===== src/rtl/serial_adder_pkg.sv =====
// serial_adder_pkg
//   Shared types and constants for the bit-serial adder.
//   - sa_state_t   : controller state (IDLE, RUN, DONE)
//   - SA_ENC_*     : raw state encodings, used by benches for state checks
//   - sa_cnt_width : width of the bit counter for a given operand width
package serial_adder_pkg;

  typedef enum logic [1:0] {
    IDLE = 2'd0,
    RUN  = 2'd1,
    DONE = 2'd2
  } sa_state_t;

  localparam logic [1:0] SA_ENC_IDLE = 2'd0;
  localparam logic [1:0] SA_ENC_RUN  = 2'd1;
  localparam logic [1:0] SA_ENC_DONE = 2'd2;

  // One spare bit so the counter can reach WIDTH without wrapping.
  function automatic int sa_cnt_width(input int width);
    return $clog2(width) + 1;
  endfunction

endpackage


===== src/rtl/serial_adder_if.sv =====
// serial_adder_if
//   Operand/result handshake bundle for serial_adder.
//   Input side : in_valid, in_ready, a, b, cin
//   Output side: out_valid, out_ready, sum, cout, overflow
//   master = operand producer / result consumer, slave = the adder.
interface serial_adder_if #(
  parameter int WIDTH = 8
);

  logic             in_valid;
  logic             in_ready;
  logic [WIDTH-1:0] a;
  logic [WIDTH-1:0] b;
  logic             cin;
  logic             out_valid;
  logic             out_ready;
  logic [WIDTH-1:0] sum;
  logic             cout;
  logic             overflow;

  modport master (
    output in_valid, a, b, cin, out_ready,
    input  in_ready, out_valid, sum, cout, overflow
  );

  modport slave (
    input  in_valid, a, b, cin, out_ready,
    output in_ready, out_valid, sum, cout, overflow
  );

endinterface


===== src/rtl/full_adder.sv =====
// full_adder
//   Single-bit full adder cell.
//   Ports: a, b, cin (inputs), sum, cout (outputs).
module full_adder (
  input  logic a,
  input  logic b,
  input  logic cin,
  output logic sum,
  output logic cout
);

  assign sum  = a ^ b ^ cin;
  assign cout = (a & b) | (a & cin) | (b & cin);

endmodule


===== src/rtl/serial_adder.sv =====
// serial_adder
//   Bit-serial WIDTH-bit adder: one full_adder cell sequenced over WIDTH
//   clocks, LSB first, with valid/ready handshakes on both sides.
//   Ports:
//     clk  - rising-edge clock
//     rst  - asynchronous active-high reset
//     bus  - serial_adder_if.slave (operands in, sum/cout/overflow out)
module serial_adder
  import serial_adder_pkg::*;
#(
  parameter int WIDTH = 8
) (
  input  logic          clk,
  input  logic          rst,
  serial_adder_if.slave bus
);

  localparam int            CW       = sa_cnt_width(WIDTH);
  localparam logic [CW-1:0] LAST_BIT = CW'(WIDTH - 1);

  generate
    if (WIDTH < 1 || WIDTH > 64) begin : g_width_check
      $error("serial_adder: WIDTH must be in 1..64");
    end
  endgenerate

  sa_state_t        r_state;
  logic [WIDTH-1:0] r_a;
  logic [WIDTH-1:0] r_b;
  logic [WIDTH-1:0] r_sum;
  logic             r_carry;
  logic             r_c_msb;
  logic [CW-1:0]    r_cnt;

  logic             w_fa_sum;
  logic             w_fa_cout;

  full_adder u_fa (
    .a    (r_a[0]),
    .b    (r_b[0]),
    .cin  (r_carry),
    .sum  (w_fa_sum),
    .cout (w_fa_cout)
  );

  // Controller FSM and serial datapath registers.
  always_ff @(posedge clk or posedge rst) begin
    if (rst) begin
      r_state <= IDLE;
      r_a     <= '0;
      r_b     <= '0;
      r_sum   <= '0;
      r_carry <= 1'b0;
      r_c_msb <= 1'b0;
      r_cnt   <= '0;
    end else begin
      case (r_state)
        IDLE: begin
          if (bus.in_valid) begin
            r_a     <= bus.a;
            r_b     <= bus.b;
            r_carry <= bus.cin;
            r_cnt   <= '0;
            r_state <= RUN;
          end
        end
        RUN: begin
          // Sum bits enter at the MSB so the LSB lands in bit 0 after WIDTH shifts.
          r_sum   <= (r_sum >> 1) | (WIDTH'(w_fa_sum) << (WIDTH - 1));
          r_a     <= r_a >> 1;
          r_b     <= r_b >> 1;
          r_carry <= w_fa_cout;
          r_cnt   <= r_cnt + CW'(1);
          if (r_cnt == LAST_BIT) begin
            // r_carry here is the carry into the MSB, needed for overflow.
            r_c_msb <= r_carry;
            r_state <= DONE;
          end
        end
        DONE: begin
          if (bus.out_ready) begin
            r_state <= IDLE;
          end
        end
        default: begin
          r_state <= IDLE;
        end
      endcase
    end
  end

  // Handshake flags depend on the state register only.
  assign bus.in_ready  = (r_state == IDLE);
  assign bus.out_valid = (r_state == DONE);
  assign bus.sum       = r_sum;
  assign bus.cout      = r_carry;
  assign bus.overflow  = r_c_msb ^ r_carry;

endmodule


===== src/flat_wrapper.sv =====
// flat-port wrapper written by rule: the top's interface ports become plain ports
module serial_adder_flat import serial_adder_pkg::*;
#(
  parameter int WIDTH = 8
)
  (clk, rst, bus_in_valid, bus_a, bus_b, bus_cin, bus_out_ready, bus_in_ready, bus_out_valid, bus_sum, bus_cout, bus_overflow);
  serial_adder_if #(.WIDTH(WIDTH)) bus_i ();
  input  logic clk;
  input  logic rst;
  input wire logic [$bits(bus_i.in_valid)-1:0] bus_in_valid;
  input wire logic [$bits(bus_i.a)-1:0] bus_a;
  input wire logic [$bits(bus_i.b)-1:0] bus_b;
  input wire logic [$bits(bus_i.cin)-1:0] bus_cin;
  input wire logic [$bits(bus_i.out_ready)-1:0] bus_out_ready;
  output wire logic [$bits(bus_i.in_ready)-1:0] bus_in_ready;
  output wire logic [$bits(bus_i.out_valid)-1:0] bus_out_valid;
  output wire logic [$bits(bus_i.sum)-1:0] bus_sum;
  output wire logic [$bits(bus_i.cout)-1:0] bus_cout;
  output wire logic [$bits(bus_i.overflow)-1:0] bus_overflow;
  assign bus_i.in_valid = bus_in_valid;
  assign bus_i.a = bus_a;
  assign bus_i.b = bus_b;
  assign bus_i.cin = bus_cin;
  assign bus_i.out_ready = bus_out_ready;
  assign bus_in_ready = bus_i.in_ready;
  assign bus_out_valid = bus_i.out_valid;
  assign bus_sum = bus_i.sum;
  assign bus_cout = bus_i.cout;
  assign bus_overflow = bus_i.overflow;
  serial_adder #(.WIDTH(WIDTH)) u_core (.clk(clk), .rst(rst), .bus(bus_i));
endmodule

===== config.mk =====
export PLATFORM = sky130hd
export DESIGN_NAME = serial_adder_flat
export DESIGN_NICKNAME = d
export VERILOG_FILES = /design/src/rtl/serial_adder_pkg.sv /design/src/rtl/serial_adder_if.sv /design/src/rtl/full_adder.sv /design/src/rtl/serial_adder.sv /design/src/flat_wrapper.sv
export SDC_FILE = /design/constraint.sdc
export NUM_CORES = 1
export LEC_CHECK = 0
export CAP_MARGIN = 10
export CELL_PAD_IN_SITES_DETAIL_PLACEMENT = 1
export CELL_PAD_IN_SITES_GLOBAL_PLACEMENT = 1
export CORE_MARGIN = 4
export CORE_UTILIZATION = 36
export CTS_BUF_LIST = sky130_fd_sc_hd__clkbuf_2
export DETAILED_ROUTE_END_ITERATION = 8
export PLACE_DENSITY = 0.83
export SLEW_MARGIN = 25
export SYNTH_ARGS = -nofsm -noshare
export SYNTH_HDL_FRONTEND = slang
export SYNTH_SLANG_ARGS = --single-unit

===== constraint.sdc =====
create_clock -name clk -period 1.3 [get_ports clk]
set_clock_uncertainty 0.1 [all_clocks]
set_input_delay 0.26 -clock clk [delete_from_list [all_inputs] [get_ports clk]]
set_output_delay 0.26 -clock clk [all_outputs]
set_load 0.03 [all_outputs]

==> run summary, run 1 <==
TIMING
---------------------------------------------------------------------------
Final-report hold violation count ............................            0
Total negative slack .........................................    -4.775 ns
Fin crit period ..............................................     1.605 ns
Count of pins over their slew limit ..........................            0
Period utilization ...........................................        1.235
Setup repair after global routing missed its margin ..........          yes
Transition at the pin with the smallest max-transition slack .    0.3526 ns
Final setup vio count ........................................           44
Max Freq .....................................................    623.0 MHz
Worst slew slack as a fraction of its limit ..................       0.7647
Post-layout worst setup margin ...............................   -0.3051 ns

CTS
---------------------------------------------------------------------------
Root buffer cell ............................................. sky130_fd_sc_hd__clkbuf_2
Inserted Clock Buffers .......................................            5
Clock tree from TritonCTS ....................................         done
TritonCTS Sinks ..............................................           32
Maximum clock insertion buffer count .........................            2
Clock Latency Late Sink ......................................      0.39 ns
Maximum level of the CTS H-tree ..............................            2
Clk slew on worst S/H paths ..................................      0.18 ns

YOSYS
---------------------------------------------------------------------------
Post-Synthesis Cell Area .....................................     1568 um2
Number of warnings reported in the yosys synthesis log .......            0
Avg Inst Size Synth ..........................................    9.738 um2
Post-synthesis instance total ................................          161
Netlist cell types ...........................................           28
Part of the Yosys area used for sequential elements ..........       0.5108
Number of storage elements in the synthesis netlist ..........           32
Synth Net Count ..............................................          184

FLOORPLANNING
---------------------------------------------------------------------------
Boundary pin count ...........................................           33
Die X-Extent .................................................     73.99 um
Overall die area .............................................     5475 um2
Core Area ....................................................     4115 um2
Placement Rows ...............................................           23
Starting utilization of the core area ........................       0.3810
Die Ht .......................................................     73.99 um

GLOBAL ROUTE
---------------------------------------------------------------------------
Peak-usage layer in the global routing report ................         met2
Global routing met3 resource utilization .....................      0.04730
First-pass GRT wire length ...................................     8.010 mm
Vias in the first global route ...............................         1677
Total track usage ............................................       0.1925
Initial antenna violation count ..............................            0
Largest net degree at the start of global routing ............           17
Met2 Resource Use GR .........................................       0.3602
Remaining global-route overflow ..............................            0
Global Route met1 Usage ......................................       0.2153

MIN PATH
---------------------------------------------------------------------------
Hold WC Path Type ............................................  in -> async

ROUTING
---------------------------------------------------------------------------
Antenna-violating nets left ..................................            0
Pre-antenna DRT Iters ........................................            4
Total Routed Length ..........................................     5.030 mm
Via count of the routed design ...............................         1493
Average via count per standard cell ..........................        5.313
Detailed Route Iter0 Violations ..............................           55
Average routed wire per standard cell ........................     17.90 um
Residual DRC .................................................            0

WORST SETUP PATH
---------------------------------------------------------------------------
Critical path endpoint category ..............................  output port
Max FO, Critical Path ........................................            4
Startpoint kind of the worst setup timing path ...............     register
Worst setup path class .......................................   reg -> out
Required time of the critical path ...........................      0.94 ns
Crit path DAT ................................................      1.25 ns

CELLS AND AREA
---------------------------------------------------------------------------
Area Growth Syn to Fin .......................................       52.99%
Most frequent cells in the layout ............................ sky130_fd_sc_hd__buf_4, sky130_fd_sc_hd__dfrtp_1, sky130_fd_sc_hd__nand2_1, sky130_fd_sc_hd__buf_6, sky130_fd_sc_hd__clkdlybuf4s50_1
Total inserted antenna cells .................................            0
Fill cell total of the finished layout .......................          453
Final net count ..............................................          253
Fraction of final layout cells sized beyond drive strength 1 .       0.3766

PLACED DESIGN
---------------------------------------------------------------------------
Placed wire-length estimate ..................................     3.252 mm
Buffers on Ports .............................................           32
Global placement routability congestion ......................       0.8005

POWER
---------------------------------------------------------------------------
Pleak ........................................................     1.142 nW
Power density of the placed cells ............................  2189 nW/um2
Power consumption ............................................     5.250 mW
Worst vdd rail ir drop .......................................    0.7568 mV

RUN STATUS
---------------------------------------------------------------------------
Result of the run ............................................ finished, violations left
Violations in the final reports .............................. setup timing

RUN
---------------------------------------------------------------------------
Number of maximum-capacitance violations .....................            0

## final cells by class
class | instances | area, um2 | area share
flip-flops and latches | 32 | 803.3 | 0.3349
multi-input cells | 116 | 793.3 | 0.3307
repair buffers | 73 | 693.2 | 0.2890
well taps | 50 | 62.56 | 0.02608
clock buffers | 5 | 25.02 | 0.01043
clock inverters | 3 | 13.76 | 0.005738
inverters | 2 | 7.507 | 0.003130
## worst max-delay path, cell delays in order, from the launching register on
cell and delay [ns]:
sky130_fd_sc_hd__dfrtp_2 0.50, sky130_fd_sc_hd__buf_6 0.14, sky130_fd_sc_hd__nor2_4 0.07, sky130_fd_sc_hd__buf_6 0.13
## worst paths after layout
kind	from	end	slack, ns	cells after the start
max	u_core.r_state[1]$_DFFE_PP0P_	bus_in_ready	-0.31	3
min	rst	u_core.bus.sum[4]$_DFFE_PP0P_	0.008	2
max reg2reg	u_core.r_state[1]$_DFFE_PP0P_	u_core.r_c_msb$_DFFE_PP0P_	-0.23	5
min reg2reg	u_core.bus.sum[0]$_DFFE_PP0P_	u_core.bus.sum[0]$_DFFE_PP0P_	0.44	2
max in group asynchronous	rst	u_core.r_b[6]$_DFFE_PP0P_	0.63	3
min in group clk	bus_out_ready	u_core.r_state[1]$_DFFE_PP0P_	0.33	2
## logic make-up (layout without fill, tap and decap cells)
logic type      after synthesis  count (layout)  share of synthesized area
compound gates               56              56                     0.2115
fa+ha+maj                     2               2                    0.02075
simple gates                 55              55                     0.1796
buf+inv                      13              83                    0.05507
mux                           2               2                    0.01676
flops                        32              32                     0.5108
xor+xnor                      1               1                   0.005588
## metal layers
| metal | wire length [um] | share of wire |
|---|---|---|
| met5 | 0 | 0 |
| met4 | 100 | 0.020 |
| met3 | 235 | 0.047 |
| met2 | 2744 | 0.55 |
| met1 | 1950 | 0.39 |
## synth_stat cells
| library cell | n | share of area |
|---|---|---|
| sky130_fd_sc_hd__buf_8 | 1 | 0.0096 |
| sky130_fd_sc_hd__o21bai_1 | 1 | 0.0048 |
| sky130_fd_sc_hd__nor2b_1 | 10 | 0.040 |
| sky130_fd_sc_hd__nand2_2 | 1 | 0.0040 |
| sky130_fd_sc_hd__and2b_1 | 8 | 0.038 |
| sky130_fd_sc_hd__nor2_1 | 2 | 0.0048 |
| sky130_fd_sc_hd__fa_1 | 1 | 0.013 |
| sky130_fd_sc_hd__o311ai_1 | 1 | 0.0056 |
| sky130_fd_sc_hd__buf_6 | 2 | 0.014 |
| sky130_fd_sc_hd__nor2b_2 | 1 | 0.0056 |
| sky130_fd_sc_hd__clkbuf_1 | 1 | 0.0024 |
| sky130_fd_sc_hd__mux2_2 | 1 | 0.0072 |
| sky130_fd_sc_hd__xor2_1 | 1 | 0.0056 |
| sky130_fd_sc_hd__dfrtp_1 | 32 | 0.51 |
| sky130_fd_sc_hd__o21ai_0 | 9 | 0.029 |
| sky130_fd_sc_hd__mux2_4 | 1 | 0.0096 |
| sky130_fd_sc_hd__and3b_1 | 1 | 0.0056 |
| sky130_fd_sc_hd__a21oi_1 | 18 | 0.057 |
| sky130_fd_sc_hd__buf_2 | 6 | 0.019 |
| sky130_fd_sc_hd__ha_1 | 1 | 0.0080 |
| sky130_fd_sc_hd__nand2b_1 | 2 | 0.0080 |
| sky130_fd_sc_hd__o21ai_1 | 10 | 0.032 |
| sky130_fd_sc_hd__inv_1 | 2 | 0.0048 |
| sky130_fd_sc_hd__nand3_1 | 2 | 0.0064 |
| sky130_fd_sc_hd__a22oi_1 | 15 | 0.072 |
| sky130_fd_sc_hd__buf_4 | 1 | 0.0048 |
| sky130_fd_sc_hd__a22o_1 | 2 | 0.011 |
| sky130_fd_sc_hd__nand2_1 | 28 | 0.067 |
## report_power, final
group,total [mW],internal (mW),switching [mW]
clock network,0.486,0.120,0.366
logic,2.98,1.54,1.44
registers,1.78,1.39,0.387
total,5.25,3.06,2.19
## stage by stage
step,worst slack [ns],area [um2],instances,util,hold slack [ns]
floorplan,-0.002573,1589,161,-,0.2676
CTS,-0.2965,2268,274,0.5512,0.002170
global placement,-0.2191,2021,253,0.4910,0.3619
global route,-0.3501,2399,281,0.5829,0.007376
finish,-0.3051,2399,281,0.5829,0.008279
detailed placement,-0.3265,2021,253,0.4910,0.3843
## what timing repair did
| item | CTS | global route |
|---|---|---|
| cloned | 0 | 1 |
| pin swaps | 3 | 7 |
| setup buffers | 13 | 7 |
| resized for setup | 36 | 20 |
| hold buffers | 0 | 0 |
| endpoints found under the setup margin | 32 | 43 |
## flip-flops by register name, summed over array words and instances (netlist names)
| name | cells |
|---|---|
| u_core.r_state | 2 |
| u_core.r_b | 8 |
| u_core.r_c_msb | 1 |
| u_core.r_a | 8 |
| u_core.bus.sum | 8 |
| u_core.r_cnt | 4 |
| u_core.bus.cout | 1 |
(Power assumes the default switching activity.)
==> run 2, diff against run 1 <==
Settings changed: ABC_AREA set to 1, CORE_UTILIZATION 36 to 34, PLACE_DENSITY 0.83 to 0.82.
==> run 2 against run 1 <==
Against the previous run: via count is 2.4% lower; critical path type unchanged; power grew 9.9%; critical path depth unchanged; wire length decreased by 3.3%; highest routed layer unchanged; critical endpoint unchanged; the flow still finishes with violations (setup timing).
==> run summary, run 2 <==
WORST SETUP PATH
-----------------------------------------------------------------------------------------------------------------
Critical Path Most Common Cell ..................................................................... sky130_fd_sc_hd__buf_6
Critical path buffer and inverter count ............................................................            2
CP delay by family, top ............................................................................   flip-flops
Worst setup path class .............................................................................   reg -> out
Required time of the critical path .................................................................      0.94 ns
Slack of the worst reg-to-reg path .................................................................     -0.15 ns
Slowest CP cell .................................................................................... sky130_fd_sc_hd__dfrtp_1
Reg-to-reg startpoint .............................................................................. u_core.bus.cout$_DFFE_PP0P_
Maximum cell stage delay along the critical path ...................................................      0.45 ns
Startpoint kind of the worst setup timing path .....................................................     register
Crit path DAT ......................................................................................      1.21 ns
Max FO, Critical Path ..............................................................................            3
Launching instance or port of the critical path .................................................... u_core.r_state[1]$_DFFE_PP0P_
Sequence of cells on the critical path ............................................................. nor2_2, buf_6, buf_6
Critical path endpoint category ....................................................................  output port

TIMING
-----------------------------------------------------------------------------------------------------------------
Total negative slack ...............................................................................    -2.093 ns
Period utilization .................................................................................        1.208
Final setup vio count ..............................................................................           32
Count of pins over their slew limit ................................................................            0
Setup repair after global routing missed its margin ................................................          yes
Max Freq ...........................................................................................    636.8 MHz
Final-report hold violation count ..................................................................            0
Transition at the pin with the smallest max-transition slack .......................................    0.2185 ns
Worst slew slack as a fraction of its limit ........................................................       0.8533
Fin crit period ....................................................................................     1.570 ns
Post-layout worst setup margin .....................................................................   -0.2704 ns
Post-route worst hold slack ........................................................................   0.04977 ns

YOSYS
-----------------------------------------------------------------------------------------------------------------
Leading post-synthesis cells by cell area .......................................................... sky130_fd_sc_hd__dfrtp_1, sky130_fd_sc_hd__nand3_1, sky130_fd_sc_hd__nand2_1
Number of storage elements in the synthesis netlist ................................................           32
Post-synthesis compound-gate area fraction .........................................................      0.02403
Synth top cells by count ........................................................................... sky130_fd_sc_hd__nand2_1, sky130_fd_sc_hd__nand3_1, sky130_fd_sc_hd__dfrtp_1
Number of enable flip-flop cells after synthesis ...................................................            0
Post-synthesis share of cell area spent on and, or, nand and nor gates .............................       0.3322
Largest family of logic cells by synthesized area .................................................. simple AND/OR/NAND/NOR gates
Post-Synthesis Cell Area ...........................................................................     1458 um2
Part of the Yosys area used for sequential elements ................................................       0.5494
Yosys top cell area share ..........................................................................       0.5494
Main flop type after synthesis ..................................................................... sky130_fd_sc_hd__dfrtp_1
Post-Synth XOR/XNOR Area ...........................................................................      0.01202
Arithmetic-cell share of the synthesized area counting full adders, half adders and majority gates .      0.02232
Largest area contributor in the synthesized netlist ................................................ sky130_fd_sc_hd__dfrtp_1
Avg Inst Size Synth ................................................................................    8.574 um2
Share of cell area taken by muxes after synthesis ..................................................            0
Share of synthesized registers carrying an async set or reset ......................................        1.000
Netlist cell types .................................................................................           17
Synth Net Count ....................................................................................          193
Post-synthesis instance total ......................................................................          170
Number of warnings reported in the yosys synthesis log .............................................            0

FLOORPLANNING
-----------------------------------------------------------------------------------------------------------------
Boundary pin count .................................................................................           33
Overall die area ...................................................................................     5399 um2
Placement Rows .....................................................................................           23
Starting utilization of the core area ..............................................................       0.3567
Die Ht .............................................................................................     73.48 um
Die X-Extent .......................................................................................     73.48 um
Core Area ..........................................................................................     4086 um2

CELLS AND AREA
-----------------------------------------------------------------------------------------------------------------
Fill cell total of the finished layout .............................................................          481
Final net count ....................................................................................          258
Commonest non-fill, non-tap cell in the layout ..................................................... sky130_fd_sc_hd__nand3_1
Area Growth Syn to Fin .............................................................................       58.03%
Non-filler instance count after layout .............................................................          286
Layout Utilization .................................................................................       0.5637
Most frequent cells in the layout .................................................................. sky130_fd_sc_hd__nand3_1, sky130_fd_sc_hd__nand2_1, sky130_fd_sc_hd__dfrtp_1, sky130_fd_sc_hd__buf_6, sky130_fd_sc_hd__buf_4
Cell area after layout .............................................................................     2303 um2
Fraction of final layout cells sized beyond drive strength 1 .......................................       0.3347
Total inserted antenna cells .......................................................................            0

PLACED DESIGN
-----------------------------------------------------------------------------------------------------------------
Instance count after placement with tap cells included .............................................          257
Area after detailed placement ......................................................................     1883 um2
Global placement routability congestion ............................................................       0.7674
Placed wire-length estimate ........................................................................     2.690 mm
Pre-CTS setup slack ................................................................................   -0.1730 ns
Buffers on Ports ...................................................................................           32

POWER
-----------------------------------------------------------------------------------------------------------------
Worst vdd rail ir drop .............................................................................     1.149 mV
Power density of the placed cells ..................................................................  2504 nW/um2
Power consumption ..................................................................................     5.769 mW
Pleak ..............................................................................................     1.134 nW

CTS
-----------------------------------------------------------------------------------------------------------------
TritonCTS Sinks ....................................................................................           32
Clk slew on worst S/H paths ........................................................................      0.21 ns
Clock Latency Late Sink ............................................................................      0.41 ns
Hold buffers post-CTS ..............................................................................            0
Maximum level of the CTS H-tree ....................................................................            2
Inserted Clock Buffers .............................................................................            5
Maximum clock insertion buffer count ...............................................................            2
Clock tree from TritonCTS ..........................................................................         done
Root buffer cell ................................................................................... sky130_fd_sc_hd__clkbuf_2

ROUTING
-----------------------------------------------------------------------------------------------------------------
Detailed Route Iter0 Violations ....................................................................          126
Via count of the routed design .....................................................................         1457
Average routed wire per standard cell ..............................................................     17.01 um
Average via count per standard cell ................................................................        5.094
Antenna-violating nets left ........................................................................            0
Pre-antenna DRT Iters ..............................................................................            4
Total Routed Length ................................................................................     4.864 mm
Residual DRC .......................................................................................            0

MIN PATH
-----------------------------------------------------------------------------------------------------------------
Hold WC Path Type ..................................................................................  in -> async

GLOBAL ROUTE
-----------------------------------------------------------------------------------------------------------------
Largest net degree at the start of global routing ..................................................           33
Initial antenna violation count ....................................................................            0
Total track usage ..................................................................................       0.1660
Remaining global-route overflow ....................................................................            0
Vias in the first global route .....................................................................         1437
First-pass GRT wire length .........................................................................     6.658 mm

RUN STATUS
-----------------------------------------------------------------------------------------------------------------
Result of the run .................................................................................. finished, violations left
Violations in the final reports .................................................................... setup timing

RUN
-----------------------------------------------------------------------------------------------------------------
Number of maximum-capacitance violations ...........................................................            0

==> run 2: cell types whose count changed after synthesis, moves of 4 or more <==
cell / previous run / this run
sky130_fd_sc_hd__nor2b_1: 10 / 0
sky130_fd_sc_hd__and2b_1: 8 / 0
sky130_fd_sc_hd__a21oi_1: 18 / 1
sky130_fd_sc_hd__a22oi_1: 15 / 0
sky130_fd_sc_hd__o21ai_0: 9 / 3
sky130_fd_sc_hd__o21ai_1: 10 / 0
sky130_fd_sc_hd__inv_1: 2 / 7
sky130_fd_sc_hd__nor2_1: 2 / 6
sky130_fd_sc_hd__nand3_1: 2 / 52
sky130_fd_sc_hd__nand2_1: 28 / 52
==> run 2: layer usage <==
| layer | track usage | routed length [um] | up-vias |
|---|---|---|---|
| met5 | 0 | 0 | - |
| met4 | 0.06036 | 76 | 0 |
| met3 | 0.05472 | 203 | 7 |
| met2 | 0.2805 | 2535 | 28 |
| met1 | 0.1955 | 2048 | 736 |
| li1 | - | - | 686 |
==> run 2: logic make-up after synthesis <==
| family | after synthesis |
|---|---|
| flip-flops | 32 |
| XOR/XNOR | 2 |
| adder cells (fa/ha/maj) | 2 |
| AND/OR/NAND/NOR | 111 |
| buffers and inverters | 17 |
| AO/OA/AOI/OAI | 6 |
==> run 2: path summary, 6_finish.rpt <==
kind                                                 end  cells after the start
max                                         bus_in_ready                      3
min                        u_core.bus.sum[4]$_DFFE_PP0P_                      3
max reg2reg                u_core.bus.sum[7]$_DFFE_PP0P_                      4
min reg2reg                    u_core.r_a[3]$_DFFE_PP0P_                      2
max in group asynchronous  u_core.bus.sum[0]$_DFFE_PP0P_                      3
min in group clk               u_core.r_b[7]$_DFFE_PP0P_                      3
==> run 2: worst register-to-register path, cell delays in order, from the launching register on <==
cell and delay (ns):
sky130_fd_sc_hd__dfrtp_2 0.49, sky130_fd_sc_hd__buf_6 0.13, sky130_fd_sc_hd__fa_2 0.53, sky130_fd_sc_hd__nand2_1 0.06, sky130_fd_sc_hd__o21ai_1 0.08
==> run 2: power breakdown <==
group          leakage [nW]  internal [mW]  switching (mW)
registers             0.409           1.41           0.343
clock network        0.0430          0.331           0.377
logic                 0.683           1.58            1.72
total                  1.13           3.32            2.45
==> run 2: layout make-up <==
type | count | area, um2 | share of cell area
multi-input cells | 121 | 646.9 | 0.2808
repair buffers | 68 | 700.7 | 0.3042
clock buffers | 6 | 30.03 | 0.01304
well taps | 50 | 62.56 | 0.02716
inverters | 7 | 26.28 | 0.01141
flip-flops and latches | 32 | 802.0 | 0.3482
clock inverters | 2 | 35.03 | 0.01521
==> run 2: what timing repair did <==
item                       in CTS  in global routing
buffers inserted               10                 10
gates cloned                    0                  1
pin swaps                       4                  7
resized for setup              19                 35
setup endpoints to repair      13                 44
==> run 3, diff against run 2 <==
Settings changed: REMOVE_ABC_BUFFERS set to 1, SLEW_MARGIN 25 to 20.
==> run 3 against run 2 <==
Against the previous run: the run still ends with setup timing left; wire length is 11% higher; sequential share of layout area down 3.7 points; global-route usage decreased by 0.35 points; clock-buffer cell count stayed put; critical path depth is the same; via count grew 5.1%; power grew 7.3%; first-iteration DRC count increased by 8.7%; largest cell class is now buffers; largest power group unchanged; highest routed layer unchanged.
==> run summary, run 3 (synthesized netlist as in run 2, its figures left out) <==
POWER
---------------------------------------------------------------------------
Switching power of the nets ..................................     2.684 mW
Switching part of the total power ............................       0.4339
Clock share of power .........................................        0.076
Internal power ...............................................     3.503 mW
Worst vdd rail ir drop .......................................     1.181 mV
Pleak ........................................................     1.268 nW
Power density of the placed cells ............................  2394 nW/um2
Sequential group share of total power ........................        0.293
Proportion of power drawn by combinational gates .............        0.631

CELLS AND AREA
---------------------------------------------------------------------------
Final net count ..............................................          263
Fill cell total of the finished layout .......................          466
Area occupied by multi-input gates ...........................    820.8 um2
Area Growth Syn to Fin .......................................       77.34%
Most frequent cells in the layout ............................ sky130_fd_sc_hd__nand2_1, sky130_fd_sc_hd__dfrtp_1, sky130_fd_sc_hd__nand3_1, sky130_fd_sc_hd__buf_4, sky130_fd_sc_hd__nand3_2
Sequential cell area .........................................    803.3 um2
Total inserted antenna cells .................................            0
Commonest non-fill, non-tap cell in the layout ............... sky130_fd_sc_hd__nand2_1
Fraction of final layout cells sized beyond drive strength 1 .       0.4375

FLOORPLANNING
---------------------------------------------------------------------------
Boundary pin count ...........................................           33
Placement Rows ...............................................           23
Starting utilization of the core area ........................       0.3567
Core Area ....................................................     4086 um2
Die X-Extent .................................................     73.48 um
Die Ht .......................................................     73.48 um
Overall die area .............................................     5399 um2

TIMING
---------------------------------------------------------------------------
Final setup vio count ........................................           43
Fin crit period ..............................................     1.640 ns
Total negative slack .........................................    -3.931 ns
Count of pins over their slew limit ..........................            0
Max Freq .....................................................    609.8 MHz
Transition at the pin with the smallest max-transition slack .    0.3395 ns
Setup repair after global routing missed its margin ..........          yes
Post-layout worst setup margin ...............................   -0.3400 ns
Period utilization ...........................................        1.262
Final-report hold violation count ............................            0
Worst slew slack as a fraction of its limit ..................       0.7729

ROUTING
---------------------------------------------------------------------------
Pre-antenna DRT Iters ........................................            4
Average via count per standard cell ..........................        5.283
Detailed Route Iter0 Violations ..............................          137
Residual DRC .................................................            0
Via count of the routed design ...............................         1532
Average routed wire per standard cell ........................     18.68 um
Total Routed Length ..........................................     5.418 mm
Top metal layer carrying routed signals ......................         met4
Routed wire length on met2 ...................................     3.004 mm
Antenna-violating nets left ..................................            0
Met3 routed wirelength .......................................       202 um
Length of routed wiring on met1 ..............................     2.103 mm

WORST SETUP PATH
---------------------------------------------------------------------------
Slack of the worst reg-to-reg path ...........................     -0.17 ns
Critical Path Sink ........................................... bus_overflow
Critical path buffer and inverter count ......................            2
Worst setup path class .......................................   reg -> out
Max FO, Critical Path ........................................            3
Reg-to-reg startpoint ........................................ u_core.r_state[0]$_DFFE_PP0P_
Critical path endpoint category ..............................  output port
Maximum cell stage delay along the critical path .............      0.44 ns
Startpoint kind of the worst setup timing path ...............     register
CP delay by family, top ......................................   flip-flops
WP depth .....................................................            3
Depth of the worst register-to-register path .................            8
Sequence of cells on the critical path ....................... buf_6, xor2_1, buf_4
Slowest CP cell .............................................. sky130_fd_sc_hd__dfrtp_1
End of the worst register-to-register path ................... u_core.bus.cout$_DFFE_PP0P_
Launching instance or port of the critical path .............. u_core.bus.cout$_DFFE_PP0P_
Crit path DAT ................................................      1.28 ns
Required time of the critical path ...........................      0.94 ns

MIN PATH
---------------------------------------------------------------------------
Hold WC Path Type ............................................  in -> async

RUN STATUS
---------------------------------------------------------------------------
Violations in the final reports .............................. setup timing
Result of the run ............................................ finished, violations left

CTS
---------------------------------------------------------------------------
TritonCTS Sinks ..............................................           32
Clk slew on worst S/H paths ..................................      0.17 ns
Maximum level of the CTS H-tree ..............................            2
Hold buffers post-CTS ........................................            0
Root buffer cell ............................................. sky130_fd_sc_hd__clkbuf_2
Maximum clock insertion buffer count .........................            2
Inserted Clock Buffers .......................................            5
Clock tree from TritonCTS ....................................         done
Clock Latency Late Sink ......................................      0.38 ns

PLACED DESIGN
---------------------------------------------------------------------------
Placed wire-length estimate ..................................     2.716 mm
Buffers on Ports .............................................           32
Global placement routability congestion ......................       0.7611
Pre-CTS setup slack ..........................................   -0.2083 ns

GLOBAL ROUTE
---------------------------------------------------------------------------
Total track usage ............................................       0.1625
Initial antenna violation count ..............................            0
First-pass GRT wire length ...................................     6.561 mm
Vias in the first global route ...............................         1480
Remaining global-route overflow ..............................            0
Largest net degree at the start of global routing ............           33

RUN
---------------------------------------------------------------------------
Number of maximum-capacitance violations .....................            0

[run 3: cell count changes in the layout (fill, tap and decap cells not counted), sizes merged]
| cell | previous run | this run |
|---|---|---|
| bufinv | 1 | 0 |
| clkbuf | 7 | 10 |
| buf | 47 | 49 |
[run 3: power groups by stage]
stage	Sequential [mW]	Clock (mW)	Combinational, mW
floorplan	1.92	0	1.03
global placement	1.70	0	2.35
detailed placement	1.73	0	2.43
CTS	1.71	0.470	2.84
global route	1.85	0.516	4.20
finish	1.81	0.469	3.91
[run 3: worst min-delay path by stage]
| stage | cells past startpoint | to | from | slack [ns] |
|---|---|---|---|---|
| floorplan | 1 | u_core.r_state[1]$_DFFE_PP0P_ | bus_out_ready | 0.26 |
| global placement | 2 | u_core.bus.sum[0]$_DFFE_PP0P_ | u_core.bus.sum[0]$_DFFE_PP0P_ | 0.37 |
| detailed placement | 2 | u_core.bus.sum[0]$_DFFE_PP0P_ | u_core.bus.sum[0]$_DFFE_PP0P_ | 0.38 |
| CTS | 3 | u_core.r_a[4]$_DFFE_PP0P_ | rst | 0.10 |
| global route | 3 | u_core.bus.sum[0]$_DFFE_PP0P_ | rst | 0.10 |
| finish | 3 | u_core.r_a[4]$_DFFE_PP0P_ | rst | 0.09 |
[run 3: stage by stage]
stage	instances	hold slack, ns	instance area (um2)	total power, mW	util
floorplan	160	0.2565	1396	2.947	-
global placement	259	0.3693	1942	4.055	0.4752
detailed placement	259	0.3787	1942	4.156	0.4752
CTS	278	0.1028	2156	5.020	0.5276
global route	290	0.1043	2585	6.566	0.6326
finish	290	0.08886	2585	6.187	0.6326
[run 3: timing repair]
| action | CTS | global route |
|---|---|---|
| gates resized for setup | 21 | 65 |
| setup buffers | 11 | 8 |
| pin swaps | 1 | 15 |
| endpoints found under the setup margin | 14 | 42 |
| cloned | 1 | 5 |
[run 3: routing by layer]
layer  vias up  global-route usage
met5         -                   0
met4         0             0.06439
met3        12             0.04514
met2        44              0.2756
met1       768              0.1933
li1        708                   -
[run 3: worst reg2reg max path, cell delays in order, from the launching register on]
cell and delay, ns:
sky130_fd_sc_hd__dfrtp_2 0.47, sky130_fd_sc_hd__buf_6 0.13, sky130_fd_sc_hd__buf_6 0.11, sky130_fd_sc_hd__buf_6 0.12
sky130_fd_sc_hd__nand2_8 0.11, sky130_fd_sc_hd__buf_12 0.14, sky130_fd_sc_hd__nand2_1 0.07, sky130_fd_sc_hd__nand3_1 0.08
sky130_fd_sc_hd__nand2_1 0.05
[run 3: layout make-up]
type / count / area share
clock buffer: 6 / 0.01162
tap: 50 / 0.02420
sequential: 32 / 0.3107
clock inverter: 1 / 0.001936
timing repair buffer: 73 / 0.3228
inverter: 7 / 0.01113
multi-input combinational: 121 / 0.3175
